--- config.mk ---
export PLATFORM = sky130hd
export DESIGN_NAME = counter_access_arbiter
export DESIGN_NICKNAME = d
export VERILOG_FILES = /design/src/rtl/counter_access_arbiter.sv
export SDC_FILE = /design/constraint.sdc
export NUM_CORES = 1
export LEC_CHECK = 0
export CAP_MARGIN = 20
export CORE_UTILIZATION = 49
export CTS_BUF_LIST = sky130_fd_sc_hd__clkbuf_4 sky130_fd_sc_hd__clkbuf_8
export DETAILED_ROUTE_END_ITERATION = 7
export HOLD_SLACK_MARGIN = 0.06
export PLACE_DENSITY = 0.9
export SLEW_MARGIN = 20
export SYNTH_ARGS = -nofsm -noshare
export SYNTH_HDL_FRONTEND = slang
export SYNTH_SLANG_ARGS = --single-unit
--- constraint.sdc ---
create_clock -name clk -period 2.61 [get_ports clk]
set_input_delay 0.3915 -clock clk [delete_from_list [all_inputs] [get_ports clk]]
set_output_delay 0.3915 -clock clk [all_outputs]
set_load 0.01 [all_outputs]
--- src/rtl/counter_access_arbiter.sv ---
// Round-robin arbiter sharing the 16-bit up/down counter datapath among NREQ
// requesters; refuses operations that would saturate or underflow using z/m.
module counter_access_arbiter #(
   parameter int NREQ = 4,
   parameter int IDXW = 2
) (
   input  logic            clk,
   input  logic            reset,
   input  logic [NREQ-1:0] req_up,
   input  logic [NREQ-1:0] req_dn,
   input  logic            clr_req,
   input  logic            z,
   input  logic            m,
   output logic            op,
   output logic            c_ld,
   output logic            c_clr,
   output logic [NREQ-1:0] gnt,
   output logic [IDXW-1:0] gnt_idx,
   output logic            ack,
   output logic            nack,
   output logic [2:0]      state
);

   // state    | meaning
   // INICIO   | after reset, clear the counter
   // ESPERA   | one idle cycle before arbitration starts
   // VERIFICA | arbitrate; check clear request, conflicts, saturation, underflow
   // EXECUTA  | pulse c_ld with op selected for the winner
   // RESPONDE | ack or nack the winner, advance rr pointer, disarm winner
   // LIMPA    | clear the counter on clr_req
   typedef enum logic [2:0] {
      INICIO   = 3'b000,
      ESPERA   = 3'b001,
      VERIFICA = 3'b010,
      EXECUTA  = 3'b011,
      RESPONDE = 3'b100,
      LIMPA    = 3'b101
   } state_t;

   state_t          r_state;
   state_t          w_next;
   logic [IDXW-1:0] r_rr;
   logic [IDXW-1:0] r_gnt_idx;
   logic [IDXW-1:0] w_sel;
   logic [NREQ-1:0] r_armed;
   logic [NREQ-1:0] w_armed_next;
   logic [NREQ-1:0] w_elig;
   logic            r_op;
   logic            r_refused;
   logic            w_found;
   logic            w_sel_up;
   logic            w_sel_dn;
   logic            w_refuse;
   logic            w_take;

   function automatic logic [IDXW-1:0] idx_add(input logic [IDXW-1:0] a, input int b);
      int s;
      s = int'(a) + b;
      if (s >= NREQ) s = s - NREQ;
      return s[IDXW-1:0];
   endfunction

   // First eligible requester at or after the rr pointer, wrapping.
   always_comb begin
      w_elig  = r_armed & (req_up | req_dn);
      w_found = 1'b0;
      w_sel   = '0;
      for (int k = 0; k < NREQ; k++) begin
         if (!w_found && w_elig[idx_add(r_rr, k)]) begin
            w_found = 1'b1;
            w_sel   = idx_add(r_rr, k);
         end
      end
      w_sel_up = req_up[w_sel];
      w_sel_dn = req_dn[w_sel];
      w_refuse = (w_sel_up & w_sel_dn) | (w_sel_up & m) | (w_sel_dn & z);
      w_take   = (r_state == VERIFICA) && !clr_req && w_found;
   end

   always_comb begin
      w_armed_next = r_armed | ~(req_up | req_dn);
      if (r_state == RESPONDE) w_armed_next[r_gnt_idx] = 1'b0;
   end

   always_ff @(posedge clk or negedge reset) begin
      if (!reset) r_state <= INICIO;
      else        r_state <= w_next;
   end

   always_comb begin
      w_next = r_state;
      c_ld   = 1'b0;
      c_clr  = 1'b0;
      ack    = 1'b0;
      nack   = 1'b0;
      gnt    = '0;
      case (r_state)
         INICIO: begin
            c_clr  = 1'b1;
            w_next = ESPERA;
         end
         ESPERA:   w_next = VERIFICA;
         VERIFICA: begin
            if (clr_req)      w_next = LIMPA;
            else if (w_found) w_next = w_refuse ? RESPONDE : EXECUTA;
         end
         EXECUTA: begin
            c_ld   = 1'b1;
            w_next = RESPONDE;
         end
         RESPONDE: begin
            ack    = !r_refused;
            nack   = r_refused;
            gnt    = {{(NREQ-1){1'b0}}, 1'b1} << r_gnt_idx;
            w_next = VERIFICA;
         end
         LIMPA: begin
            c_clr  = 1'b1;
            w_next = VERIFICA;
         end
         default:  w_next = INICIO;
      endcase
   end

   always_ff @(posedge clk or negedge reset) begin
      if (!reset) begin
         r_rr      <= '0;
         r_gnt_idx <= '0;
         r_op      <= 1'b0;
         r_refused <= 1'b0;
         r_armed   <= '1;
      end else begin
         r_armed <= w_armed_next;
         if (w_take) begin
            r_gnt_idx <= w_sel;
            r_refused <= w_refuse;
            if (!w_refuse) r_op <= w_sel_up;
         end
         if (r_state == RESPONDE) r_rr <= idx_add(r_gnt_idx, 1);
      end
   end

   assign op      = r_op;
   assign gnt_idx = r_gnt_idx;
   assign state   = r_state;

endmodule
==> results of run 1 <==
## cells in the mapped netlist (4+ instances only)
cell / n / area, um^2
ha_1: 4 / 50.05
o211ai_1: 4 / 30.03
dfstp_2: 4 / 105.1
o21ai_0: 6 / 30.03
nand3_1: 6 / 30.03
and2_1: 6 / 37.54
nand2_1: 7 / 26.28
inv_1: 8 / 30.03
a21oi_1: 4 / 20.02
dfrtp_1: 9 / 225.2
nor2_1: 18 / 67.56
## per-stage QoR
step | setup TNS, ns | total power [W] | cell area (um^2) | setup slack, ns | hold WS [ns]
after CTS | 0 | 0.001482 | 1379 | 0.1678 | 0.4832
after global placement | -0.02793 | 0.001306 | 1349 | -0.02522 | 0.4854
after floorplan | 0 | 0.001010 | 1036 | 0.6134 | 0.09591
after global routing | 0 | 0.001614 | 1379 | 0.004659 | 0.5193
after detailed placement | -0.2274 | 0.001347 | 1349 | -0.09785 | 0.4876
final | 0 | 0.001490 | 1379 | 0.1098 | 0.4813
## cell usage in the layout (no fill, tap or decap), types with 3 or more instances in the layout
cell type and instances:
o21ai_2 3, clkbuf_4 4, nand3_1 6, buf_4 4
dfstp_2 4, dfrtp_1 9, o211ai_1 4, nand2_1 7
nor2_1 18, o21ai_0 6, a211oi_1 3, and2_1 6
inv_1 8, ha_1 4, clkdlybuf4s50_1 26, a21oi_1 4
## kinds of logic after synthesis
logic type               count (synthesis)  synth area share (%)
AO/OA/AOI/OAI                           46                 35.87
XOR/XNOR                                 1                0.8456
buffers and inverters                    9                 3.986
adder cells (fa/ha/maj)                  4                 4.831
AND/OR/NAND/NOR                         47                 21.62
multiplexers                             1                0.9662
flip-flops                              13                 31.88
## report_power, final
part / internal [W] / leakage (nW) / switching (W) / total [W]
clock network: 0.0000695 / 0.0184 / 0.0000578 / 0.000127
logic: 0.000449 / 0.405 / 0.000490 / 0.000939
registers: 0.000299 / 0.152 / 0.000126 / 0.000425
## cell type report
type                    instances  area [um^2]
flip-flops and latches         13        330.3
repair buffers                 30        290.3
clock buffers                   4        30.03
inverters                       8        30.03
fillers                       139        603.1
multi-input cells              99        664.4
well taps                      27        33.78
## routing by layer
metal  up-vias  routed length [um]  GRT usage, %
li1        519                   -             -
met1       489                1097         36.92
met2        58                1283         41.62
met3         5                 218         2.264
met4         0                  40         10.00
met5         -                   0             0
## state kept, by name (all words and copies together), names as in the netlist
name	cells
r_rr	2
state	3
r_armed	4
op	1
gnt_idx	2
r_refused	1
## worst max-delay path, cell delays in order
cell	delay (ns)
clkdlybuf4s50_1	0.51
o21a_1	0.25
a21oi_1	0.30
o21a_1	0.23
a32o_1	0.26
mux2i_1	0.15
a211oi_1	0.39
o22ai_1	0.15
## worst min path at each step
stage               from          to  cells past startpoint
2_1_floorplan      reset  gnt_idx[0]                      0
3_3_place_gp   r_refused   r_refused                      1
3_5_place_dp   r_refused   r_refused                      1
4_1_cts            reset     r_rr[0]                      1
5_1_grt            reset     r_rr[1]                      1
6_report           reset     r_rr[0]                      1
==> impl_metrics.ini, run 1 <==
[finish]
drive_gt1_share_pct = 16.23
nets = 172
syn_to_final_growth_pct = 33.09
fin_util_pct = 69.57
final_cells = 181
diodes = 0

[placement]
hpwl_mm = 2.122
routabilityCongestion = 0.9665
port_buffers = 26
place_inst = 177

[critical_path]
reg2reg_from = r_rr[1]
path_class = primary input to flop
worstPathRequired_ns = 2.74
endpoint_kind = flop
startpoint = req_dn[2]
startpoint_type = primary input
crit_arrival_ns = 2.63
cp-endpoint = state[1]
reg2reg_slack_ns = 0.26
r2r-end = state[1]
cp_max_fo = 5
ff2ff_path_depth = 7

[routing]
drtIter0Drc = 51
wl_mm = 2.640
vias = 1071
dr.pass1.iters = 5
vias_per_cell = 5.917
wire_per_inst_um = 14.59
postRouteAntennaNets = 0
drc = 0

[flow_run]
maxCapViolCount = 0

[power]
ir_drop_mv = 0.6887
p_per_area_nw_per_um2 = 1081
leakage_nw = 0.5755

[logic_synthesis]
synth-seq-area-share_pct = 31.88
yosys.cell_types.count = 45
netlist_area_um2 = 1036
synth_edf_count = 0
synth_warnings = 0
syn_area_per_cell_um2 = 8.562
netlist_instances = 121
syn_nets = 138
ys_ff_latch = 13
synth_ff_type = dfrtp_1
async_flop_share_pct = 100.0

[clock_tree]
cts_buffers = 3
postCtsHoldBufs = 0
cts_tree = done
h-tree-depth = 1
cts_resized = 0
insertion_delay_ns = 0.26
cts.path.max_buffers = 2
cts_sinks = 13
post_cts_buffers = 0
cts-root-buf = clkbuf_4
clkSlewWorstSetupHoldPaths_ns = 0.07

[floorplanning]
die_x_um = 47.98
initial_core_util_pct = 52.27
coreArea_um2 = 1982
die_height_um = 47.98
row_count = 16
ios = 27
die-area_um2 = 2302

[status]
status = finished clean

[timing]
tightestPinTransition_ns = 0.5532
report.final.slew_viol_count = 0
rsz0062_at_grt = false
fmax_mhz = 400.0
finClkSkew_ns = 0.002722
layout_min_cycle_time_ns = 2.500
period_share_pct = 95.79
finalSetupViolCount = 0
hold_violations = 0
slew_headroom_pct = 63.00

[global_routing]
grt_max_degree = 14
grt_first_pass_wirelength_mm = 4.133
grtUsageTotal_pct = 26.19
overflow = 0
antenna_found_initial = 0
grt_pass1_vias = 899

[min_path]
hold_path_class = primary input to async pin
No activity file was read; power rests on OpenSTA's default activity.
==> inputs of run 2 (changes only) <==
- PLACE_DENSITY: 0.9 -> not set
- PLACE_DENSITY_LB_ADDON: not set -> 0.25
==> run 2 against run 1 <==
Hold slack better by 0.0012 ns. Clock power is essentially flat. Maximum frequency increased by 4.1%. Register-to-register slack improved by 0.11 ns. Final cell count grew 0.55%. Die area unchanged. Critical path type unchanged. Largest cell class unchanged.
==> impl_metrics.ini, run 2 (synthesis results as in run 1) <==
[timing]
tightestPinTransition_ns = 0.5603
fmax_mhz = 416.3
layout_min_cycle_time_ns = 2.402
fin_setup_tns_ns = 0
finalSetupViolCount = 0
hold_violations = 0
slew_headroom_pct = 62.53
rsz0062_at_grt = false
report.final.slew_viol_count = 0
finClkSkew_ns = 0.002550
period_share_pct = 92.04

[critical_path]
r2r-end = state[2]
cp_max_fo = 5
path_class = primary input to flop
reg2reg_slack_ns = 0.37
reg2reg_from = r_rr[1]
startpoint_type = primary input
endpoint_kind = flop
ff2ff_path_depth = 7
worstPathRequired_ns = 2.76
crit_arrival_ns = 2.55

[clock_tree]
cts.path.max_buffers = 2
post_cts_buffers = 0
cts_tree = done
cts_resized = 0
clkSlewWorstSetupHoldPaths_ns = 0.08
insertion_delay_ns = 0.26
postCtsHoldBufs = 0
h-tree-depth = 1
cts_sinks = 13
cts-root-buf = clkbuf_4
cts_buffers = 3

[routing]
vias = 1006
wl_mm = 2.706
dr.pass1.iters = 4
drc = 0
vias_per_cell = 5.527
wire_per_inst_um = 14.87
drtIter0Drc = 31
postRouteAntennaNets = 0

[floorplanning]
initial_core_util_pct = 52.27
die_x_um = 47.98
die_height_um = 47.98
row_count = 16
ios = 27
coreArea_um2 = 1982
die-area_um2 = 2302

[finish]
nets = 173
largest_register = r_armed
syn_to_final_growth_pct = 33.82
largest_reg_flops = 4
final_common_cell = clkdlybuf4s50_1
drive_gt1_share_pct = 16.77
diodes = 0
fin_util_pct = 69.95
layout_common_cells = 26 x clkdlybuf4s50_1, 18 x nor2_1, 9 x dfrtp_1

[power]
p_per_area_nw_per_um2 = 1096
ir_drop_mv = 0.6976
leakage_nw = 0.5810

[global_routing]
grtUsageMet3_pct = 1.132
met2_usage_pct = 38.11
grt-busiest-layer = met2
grtUsageMet1_pct = 37.70
grt_first_pass_wirelength_mm = 3.926
grt_max_degree = 14
overflow = 0
antenna_found_initial = 0
grtUsageTotal_pct = 24.96
grt_pass1_vias = 870

[placement]
routabilityCongestion = 0.8691
hpwl_mm = 2.112
port_buffers = 26

[status]
status = finished clean

[min_path]
hold_path_class = primary input to async pin

[flow_run]
maxCapViolCount = 0
run 2: how the worst max path moves through the flow:
stage,depth (start not counted),startpoint,end
final,8,req_dn[2],state[2]
after global routing,8,req_dn[2],state[1]
after CTS,8,req_dn[2],state[2]
after detailed placement,8,req_dn[2],state[2]
after global placement,8,req_dn[2],state[2]
after floorplan,7,r_armed[2],state[2]
run 2: power breakdown:
part | leakage [nW] | switching (W) | internal, W
sequential | 0.152 | 0.000123 | 0.000299
clock | 0.0184 | 0.0000608 | 0.0000694
combinational | 0.411 | 0.000489 | 0.000478
total | 0.581 | 0.000673 | 0.000847
run 2: area by class of cell:
cell class              instances  area (um^2)
multi-input cells              99        664.4
fillers                       145        595.6
inverters                       8        30.03
repair buffers                 31        297.8
flip-flops and latches         13        330.3
clock buffers                   4        30.03
well taps                      27        33.78
run 2: critical path, stage by stage:
cell and delay [ns]:
clkdlybuf4s50_1 0.60, o211ai_1 0.16, a21boi_1 0.17, or2_4 0.26
a32o_1 0.28, mux2i_1 0.25, a211oi_1 0.14, o311a_1 0.30
run 2: through the flow:
step	setup slack [ns]	cell area, um^2	total power (W)	hold slack, ns	instances
2_1_floorplan	0.6134	1036	0.001010	0.09591	121
3_3_place_gp	-0.01622	1356	0.001358	0.4880	178
3_5_place_dp	-0.03617	1356	0.001374	0.4888	178
4_1_cts	0.2304	1386	0.001514	0.4929	182
5_1_grt	0.05967	1386	0.001631	0.5204	182
6_report	0.2078	1386	0.001519	0.4825	182
run 2: routing by layer:
metal / share of wire [%] / up-vias
met3: 3.2 / 4
met1: 51 / 460
met5: 0 / -
met4: 1.4 / 0
li1: - / 515
met2: 45 / 27
==> inputs of run 3 (changes only) <==
- HOLD_SLACK_MARGIN: 0.06 -> 0.03
==> results of run 3 <==
Final layout, timing and power as in run 2 (identical DEF).
